--- src/rtl/wb_pkg.sv ---
// Shared types and defaults for the register-file write-back scheduler.
package wb_pkg;

    localparam int DATA_W_DEF = 8;
    localparam int ADDR_W_DEF = 3;
    localparam int REG_ZERO   = 0;

    typedef enum logic {
        PIPE_PRI = 1'b0,
        DRAIN    = 1'b1
    } wb_state_t;

endpackage

--- src/rtl/wb_result_fifo.sv ---
// In-order result buffer for MDU writes; power-of-two depth.
module wb_result_fifo #(
    parameter int W     = 11,
    parameter int DEPTH = 2
) (
    input  logic                     clk,
    input  logic                     reset,
    input  logic                     push,
    input  logic                     pop,
    input  logic [W-1:0]             din,
    output logic [W-1:0]             dout,
    output logic                     full,
    output logic                     empty,
    output logic [$clog2(DEPTH):0]   count
);

    localparam int PW = $clog2(DEPTH);
    localparam int CW = PW + 1;

    logic [W-1:0]  mem [DEPTH];
    logic [PW-1:0] rd_ptr;
    logic [PW-1:0] wr_ptr;
    logic          do_push;
    logic          do_pop;

    assign full    = (count == CW'(DEPTH));
    assign empty   = (count == '0);
    assign do_push = push && !full;
    assign do_pop  = pop && !empty;
    assign dout    = mem[rd_ptr];

    // Pointers wrap naturally because the depth is a power of two.
    always_ff @(posedge clk or negedge reset) begin
        if (!reset) begin
            rd_ptr <= '0;
            wr_ptr <= '0;
            count  <= '0;
        end else begin
            if (do_push) wr_ptr <= wr_ptr + PW'(1);
            if (do_pop)  rd_ptr <= rd_ptr + PW'(1);
            case ({do_push, do_pop})
                2'b10:   count <= count + CW'(1);
                2'b01:   count <= count - CW'(1);
                default: count <= count;
            endcase
        end
    end

    always_ff @(posedge clk) begin
        if (do_push) mem[wr_ptr] <= din;
    end

endmodule

--- src/rtl/wb_port_scheduler.sv ---
// Arbitrates the single RF write port between write-back and the MDU.
// Define WB_FWD_EN to expose the combinational forwarding outputs.
module wb_port_scheduler
    import wb_pkg::*;
#(
    parameter int DATA_W     = DATA_W_DEF,
    parameter int ADDR_W     = ADDR_W_DEF,
    parameter int FIFO_DEPTH = 2,
    parameter int STARVE_MAX = 4
) (
    input  logic                          clk,
    input  logic                          reset,
    input  logic                          pipe_wb_valid,
    input  logic [ADDR_W-1:0]             pipe_wb_addr,
    input  logic [DATA_W-1:0]             pipe_wb_data,
    output logic                          pipe_stall,
    input  logic                          mdu_valid,
    input  logic [ADDR_W-1:0]             mdu_addr,
    input  logic [DATA_W-1:0]             mdu_data,
    output logic                          mdu_ready,
    output logic                          rf_we,
    output logic [ADDR_W-1:0]             rf_waddr,
    output logic [DATA_W-1:0]             rf_wdata,
    output logic [$clog2(FIFO_DEPTH):0]   fifo_count
`ifdef WB_FWD_EN
    ,
    output logic                          fwd_valid,
    output logic [ADDR_W-1:0]             fwd_addr,
    output logic [DATA_W-1:0]             fwd_data
`endif
);

    wb_state_t           state;
    logic [3:0]          starve_cnt;
    logic                full;
    logic                empty;
    logic                push;
    logic                pop;
    logic                bypass;
    logic                grant;
    logic [ADDR_W-1:0]   g_addr;
    logic [DATA_W-1:0]   g_data;
    logic [ADDR_W-1:0]   head_addr;
    logic [DATA_W-1:0]   head_data;

    wb_result_fifo #(
        .W     (ADDR_W + DATA_W),
        .DEPTH (FIFO_DEPTH)
    ) u_fifo (
        .clk   (clk),
        .reset (reset),
        .push  (push),
        .pop   (pop),
        .din   ({mdu_addr, mdu_data}),
        .dout  ({head_addr, head_data}),
        .full  (full),
        .empty (empty),
        .count (fifo_count)
    );

    assign mdu_ready  = !full;
    assign pipe_stall = (state == DRAIN);
    assign push       = mdu_valid && mdu_ready && !bypass;

    always_comb begin
        pop    = 1'b0;
        bypass = 1'b0;
        grant  = 1'b0;
        g_addr = pipe_wb_addr;
        g_data = pipe_wb_data;
        case (state)
            DRAIN: begin
                if (!empty) begin
                    pop    = 1'b1;
                    grant  = 1'b1;
                    g_addr = head_addr;
                    g_data = head_data;
                end
            end
            default: begin
                if (pipe_wb_valid) begin
                    grant = 1'b1;
                end else if (!empty) begin
                    pop    = 1'b1;
                    grant  = 1'b1;
                    g_addr = head_addr;
                    g_data = head_data;
                end else if (mdu_valid) begin
                    // Empty FIFO: skip it so the result lands a cycle earlier.
                    bypass = 1'b1;
                    grant  = 1'b1;
                    g_addr = mdu_addr;
                    g_data = mdu_data;
                end
            end
        endcase
    end

    always_ff @(posedge clk or negedge reset) begin
        if (!reset) begin
            state      <= PIPE_PRI;
            starve_cnt <= '0;
            rf_we      <= 1'b0;
            rf_waddr   <= '0;
            rf_wdata   <= '0;
        end else begin
            rf_we <= grant && (g_addr != ADDR_W'(REG_ZERO));
            if (grant) begin
                rf_waddr <= g_addr;
                rf_wdata <= g_data;
            end
            if (state == DRAIN) begin
                state      <= PIPE_PRI;
                starve_cnt <= '0;
            end else if (empty || pop) begin
                starve_cnt <= '0;
            end else if (starve_cnt == 4'(STARVE_MAX - 1)) begin
                state      <= DRAIN;
                starve_cnt <= '0;
            end else begin
                starve_cnt <= starve_cnt + 4'd1;
            end
        end
    end

`ifdef WB_FWD_EN
    assign fwd_valid = reset && grant && (g_addr != ADDR_W'(REG_ZERO));
    assign fwd_addr  = g_addr;
    assign fwd_data  = g_data;
`endif

endmodule

--- config.mk ---
export PLATFORM = sky130hd
export DESIGN_NAME = wb_port_scheduler
export DESIGN_NICKNAME = d
export VERILOG_FILES = /design/src/rtl/wb_pkg.sv /design/src/rtl/wb_result_fifo.sv /design/src/rtl/wb_port_scheduler.sv
export SDC_FILE = /design/constraint.sdc
export NUM_CORES = 1
export LEC_CHECK = 0
export CAP_MARGIN = 25
export CORE_MARGIN = 4
export CORE_UTILIZATION = 49
export DETAILED_ROUTE_END_ITERATION = 10
export GPL_TIMING_DRIVEN = 0
export PLACE_DENSITY = 0.84
export SETUP_SLACK_MARGIN = 0.4
export SLEW_MARGIN = 20
export SYNTH_ARGS = -nofsm -noshare
export SYNTH_HDL_FRONTEND = slang
export SYNTH_SLANG_ARGS = --single-unit
export TNS_END_PERCENT = 1
--- constraint.sdc ---
create_clock -name clk -period 2.1 [get_ports clk]
set_input_delay 0.42 -clock clk [delete_from_list [all_inputs] [get_ports clk]]
set_output_delay 0.42 -clock clk [all_outputs]
set_load 0.02 [all_outputs]
# [Word level (Yosys, flattened, before mapping)]
# Memories as Yosys holds them, arrays and structs flattened.
# Cells that the tools add are included.
[classes] n_addsub=5 n_eq_ne=4 n_mux=29 reduce_logical=12
[op_table] cell="8-bit 2-to-1 mux" n=5
[op_table] cell="1-bit 2-to-1 mux" n=15
[op_table] cell="3-bit 2-to-1 mux" n=5
[op_table] cell="4-bit 2-to-1 mux" n=3
[op_table] cell="1-bit logical AND" n=5
[op_table] cell="4-bit by 1-bit adder with 4-bit output (second input constant)" n=1
[op_table] cell="2-bit equality test (second input constant)" n=2
[op_table] cell="4-bit by 2-bit equality test with 1-bit output (second input constant)" n=1
[op_table] cell="2-bit one-hot mux with 2 select lines" n=1
[op_table] cell="1-bit zero test" n=3
[op_table] cell="3-bit nonzero test" n=1
[op_table] cell="1-bit adder (second input constant)" n=2
[op_table] cell="2-bit by 1-bit adder with 2-bit output (second input constant)" n=1
[op_table] cell="2-bit by 1-bit equality test with 1-bit output (second input constant)" n=1
[op_table] cell="2-bit zero test" n=1
[op_table] cell="2-bit nonzero test" n=1
[op_table] cell="2-bit by 1-bit subtractor with 2-bit output (second input constant)" n=1
[op_table] cell="1-bit logical OR" n=1
[word_totals] reg_bits=21 ram_bits=22 out_inout_bits=16 wordCells=59 mem_count=1
[memory_table] name="u_fifo.mem" words=2 width=11 read_ports=1 rd_clocked_by_memory_dff=0 wr=1 line_no="wb_result_fifo.sv:20" text="logic [W-1:0] mem [DEPTH];"

# [Depth between registers and ports, before layout]
# Gate-level depths: netlist of the first run.
[logic_depth] ltp_word=9 mapped_depth=8

# [Modules after synthesis]
# Synthesis of the first run repeated with hierarchy kept, for this count alone.
[unflattened] hier_cells=157 hier_area_um2=2030.7
[modules_own_cells] module="wb_port_scheduler" instances=1 cells_each=105 area_each_um2=1042.2 seq_area_each_um2=425.4
[modules_own_cells] module="wb_result_fifo" instances=1 cells_each=52 area_each_um2=988.4 seq_area_each_um2=760.7

# [Worst setup path before layout of the first run]
# OpenSTA, ideal clock, no wires.
[synth_timing] path_type="flip-flop to flip-flop" from="reg state (netlist: pipe_stall)" to="mem u_fifo.mem[1][0] (enable)" setup_time_ns=0.378 arrival_ns=1.358 t_required_ns=1.722 slack_ns=0.363 stages_incl_launch_ff=5 n_path_buf=0 synth_period_minus_slack_ns=1.737 cell_sequence="dfrtp_1 -> nor2_1 -> nor2_1 -> o21ai_0 -> nor2_1"
[synth_via] elab_chain_cells=6
[synth_lines] element="start, declared" line_no="wb_port_scheduler.sv:33" text="wb_state_t state;"
[synth_lines] element="start signal, assigned" line_no="wb_port_scheduler.sv:101" text="state <= PIPE_PRI;"
[synth_lines] element="start signal, assigned" line_no="wb_port_scheduler.sv:113" text="state <= PIPE_PRI;"
[synth_lines] element="start signal, assigned" line_no="wb_port_scheduler.sv:118" text="state <= DRAIN;"
[synth_lines] element="1-bit 2-to-1 mux" line_no="wb_port_scheduler.sv:71" text="case (state)"
[synth_lines] element="1-bit zero test" line_no="wb_port_scheduler.sv:63" text="assign push = mdu_valid && mdu_ready && !bypass;"
[synth_lines] element="1-bit logical AND" line_no="wb_port_scheduler.sv:63"
[synth_lines] element="1-bit logical AND" line_no="wb_result_fifo.sv:28" text="assign do_push = push && !full;"
[synth_lines] element="1-bit 2-to-1 mux" line_no="wb_result_fifo.sv:50" text="if (do_push) mem[wr_ptr] <= din;"
[synth_lines] element="1-bit 2-to-1 mux (not written as such)" line_no="wb_result_fifo.sv:50"
[synth_lines] element="end, declared" line_no="wb_result_fifo.sv:20"
# No other way between the ends.

# [Final worst setup path of the first run]
[layout_timing] from="reg u_fifo.count[0]" to="out fifo_count[0]"
[layout_rtl] element="start, declared" line_no="wb_result_fifo.sv:14" text="output logic [$clog2(DEPTH):0] count"
[layout_rtl] element="start signal, assigned" line_no="wb_result_fifo.sv:42" text="2'b10: count <= count + CW'(1);"
[layout_rtl] element="start signal, assigned" line_no="wb_result_fifo.sv:43" text="2'b01: count <= count - CW'(1);"
[layout_rtl] element="start signal, assigned" line_no="wb_result_fifo.sv:44" text="default: count <= count;"
[layout_rtl] element="end, declared" line_no="wb_port_scheduler.sv:24" text="output logic [$clog2(FIFO_DEPTH):0] fifo_count"
# No word-level cell between the ends.

==> results of run 1 <==
routing by layer:
metal	GRT usage	share of wire	up-vias
met4	0.06508	0.018	0
met5	0	0	-
met1	0.2073	0.44	611
li1	-	-	598
met2	0.2828	0.50	35
met3	0.05072	0.050	5
Yosys cell counts, types with 2 or more instances:
cell	instances
nand2b_1	4
xor2_1	2
o21ai_1	4
xnor2_1	4
dfrtp_1	21
nand3_1	4
mux2i_1	11
a221o_1	8
o21ai_0	7
ha_1	2
a21oi_1	2
nor2_1	9
a21oi_2	2
and3_1	2
or2b_1	2
buf_6	3
nand2_1	12
edfxtp_1	22
where the power goes:
part / internal, mW / leakage, nW / switching, mW / total, mW
logic: 0.559 / 0.451 / 0.601 / 1.16
clock network: 0.232 / 0.0412 / 0.269 / 0.501
registers: 1.14 / 0.457 / 0.152 / 1.29
total: 1.93 / 0.950 / 1.02 / 2.95
layout by cell type (no fill, tap or decap), types with 3 or more instances in the layout:
master           instances
dfrtp_1                 20
clkbuf_8                 5
xnor2_1                  4
edfxtp_1                22
nand3_1                  4
o21ai_0                  6
a221o_1                  8
mux2i_1                 11
nor2_1                   7
buf_6                    3
o21ai_1                  4
clkdlybuf4s50_1         38
nand2_1                 12
nand2b_1                 4
stage by stage:
step,std cells,utilization
after detailed placement,225,0.6333
after floorplan,136,-
after CTS,233,0.6579
final,233,0.6640
after global placement,225,0.6333
after global routing,233,0.6640
state kept, by name, indices dropped and copies added, names as in the netlist:
name	cells
rf_we	1
u_fifo.wr_ptr	1
pipe_stall	1
rf_wdata	8
u_fifo.count	2
u_fifo.mem	22
u_fifo.rd_ptr	1
starve_cnt	4
rf_waddr	3
area by class of cell:
| type | count | area, µm² |
|---|---|---|
| clock inverter | 2 | 12.51 |
| buffer | 5 | 46.29 |
| sequential | 43 | 1187 |
| inverter | 2 | 7.507 |
| multi-input combinational | 86 | 638.1 |
| tap | 48 | 60.06 |
| timing repair buffer | 41 | 406.6 |
| clock buffer | 6 | 72.57 |
| fill | 260 | 1230 |
timing repair:
action,in CTS,in global routing
gates resized for setup,5,6
endpoints found under the setup margin,28,37
gates cloned,0,0
worst max-delay path by stage:
stage          slack [ns]          endpoint  depth (start not counted)       startpoint
2_1_floorplan        0.36  u_fifo.mem[1][0]                          4       pipe_stall
3_3_place_gp        -0.35  u_fifo.mem[1][2]                          5    pipe_wb_valid
3_5_place_dp        -0.42  u_fifo.mem[0][2]                          5    pipe_wb_valid
4_1_cts              0.23   u_fifo.count[1]                          7    pipe_wb_valid
5_1_grt              0.23   u_fifo.count[1]                          7    pipe_wb_valid
6_report             0.28     fifo_count[0]                          1  u_fifo.count[0]
kinds of logic (layout without fill, tap and decap cells):
kind of cell    after synthesis  in the layout  share of synthesized area
flops                        43             43                     0.6418
buf+inv                       7             56                    0.02911
fa+ha+maj                     2              2                    0.01354
mux                          11             11                    0.05958
simple gates                 39             39                     0.1124
compound gates               28             28                     0.1151
xor+xnor                      6              6                    0.02844
==> impl_metrics.py, run 1 <==
metrics = {
    "synthesis": {
        "netlist_area_um2": 1848,
        "ys_types": 33,
        "ys_warn_count": 0,
        "yosysTopAreaCell": "edfxtp_1",
        "avgSynthCellArea_um2": 13.59,
        "async_reset_ff_frac": 0.4884,
        "synthFlopType": "edfxtp_1",
        "synth.area.top_cells": "edfxtp_1 (36%), dfrtp_1 (28%), mux2i_1 (6.0%), a221o_1 (4.3%), nand2_1 (2.4%)",
        "synth.top_cell.area_share": 0.3575,
        "synth-edff-count": 22,
        "synthCells": 136,
        "syn-num-nets": 164,
        "synth_seq_cells": 43,
        "synth_seq_area_share": 0.6418,
    },
    "critical_path": {
        "r2r_start": "u_fifo.count[0]",
        "cp.arrival_ns": 1.40,
        "max_stage_delay_ns": 0.64,
        "worstSetupEndpointType": "primary output",
        "r2r-end": "u_fifo.count[1]",
        "critPathSlowestCell": "clkdlybuf4s50_1",
        "cp.buffers_inverters": 1,
        "crit_chain": "clkdlybuf4s50_1",
        "cp-start-kind": "flop",
        "cp_data_required_time_ns": 1.68,
        "crit_family": "buffers and inverters",
        "r2r_cells": 7,
        "critPathKind": "flop to primary output",
        "worstPathMaxFanout": 7,
        "r2r_setup_slack_ns": 0.38,
    },
    "power_and_ir_drop": {
        "p_leak_nw": 0.9496,
        "ir_drop_uv": 669.1,
        "p_total_mw": 2.954,
        "cellPowerDensity_nw_per_um2": 1215,
    },
    "floorplanning": {
        "ios": 42,
        "placementRows": 22,
        "initial_core_util": 0.5048,
        "fp.coreArea_um2": 3661,
        "die_h_um": 69.41,
        "die_x_um": 69.41,
        "dieArea_um2": 4818,
    },
    "drt": {
        "drtIter0Drc": 105,
        "first_pass_iters": 4,
        "routed_wl_um": 3754,
        "vias_per_cell": 5.361,
        "wire_per_inst_um": 16.11,
        "ant_nets": 0,
        "drc": 0,
        "vias": 1249,
    },
    "clock_tree": {
        "clk_latency_ns": 0.29,
        "clk_pin_slew_ns": 0.08,
        "cts.htree.levels": 2,
        "clock_path_buffers": 2,
        "cts_sinks": 43,
        "cts_buffers": 5,
        "tritoncts": "built",
        "cts_setup_buffers": 0,
        "cts_hold_buf": 0,
        "root_buffer": "clkbuf_8",
    },
    "placed_design": {
        "place_area_um2": 2318,
        "dp_slack_ns": -0.4230,
        "dp_hpwl_um": 2656,
        "place.gp.congestion": 0.7906,
        "portBuffers": 41,
    },
    "sta": {
        "fmax_ghz": 0.5508,
        "slew_violations": 0,
        "whs_ns": 0.08086,
        "period_needed_ns": 1.815,
        "fin_skew_ns": 0.007421,
        "max-slew-margin-rel": 0.6740,
        "finalSetupViolCount": 0,
        "hold_violations": 0,
        "timing.setup.tns_ns": 0,
        "rsz0062_at_grt": "yes",
        "tightest_slew_ns": 0.4890,
        "fin_crit_sh": 0.8645,
        "fin_ws_ns": 0.2845,
    },
    "grt": {
        "grt_pass1_vias": 1334,
        "grt_overflow_total": 0,
        "grt.total_usage": 0.1699,
        "grt_max_degree": 22,
        "antenna_found_initial": 0,
        "grt_first_pass_wirelength_um": 6368,
    },
    "cells_and_area": {
        "final_layout_size_suffix_gt1_frac": 0.1351,
        "fin_area_um2": 2431,
        "nNetsFinal": 212,
        "diodes": 0,
        "syn2layout_area_growth_pct": 31.55,
    },
    "status": {
        "status": "complete, no violations",
    },
    "flow_run": {
        "maxCapViolations": 0,
    },
    "min_path": {
        "hp-class": "primary input to asynchronous set/reset pin",
    },
}
Note: power is estimated with default switching activity, not from simulation.
==> run 2, diff against run 1 <==
- GPL_ROUTABILITY_DRIVEN: unset -> 0
==> results of run 2 <==
No change in the layout: final DEF, timing and power equal those of run 1.
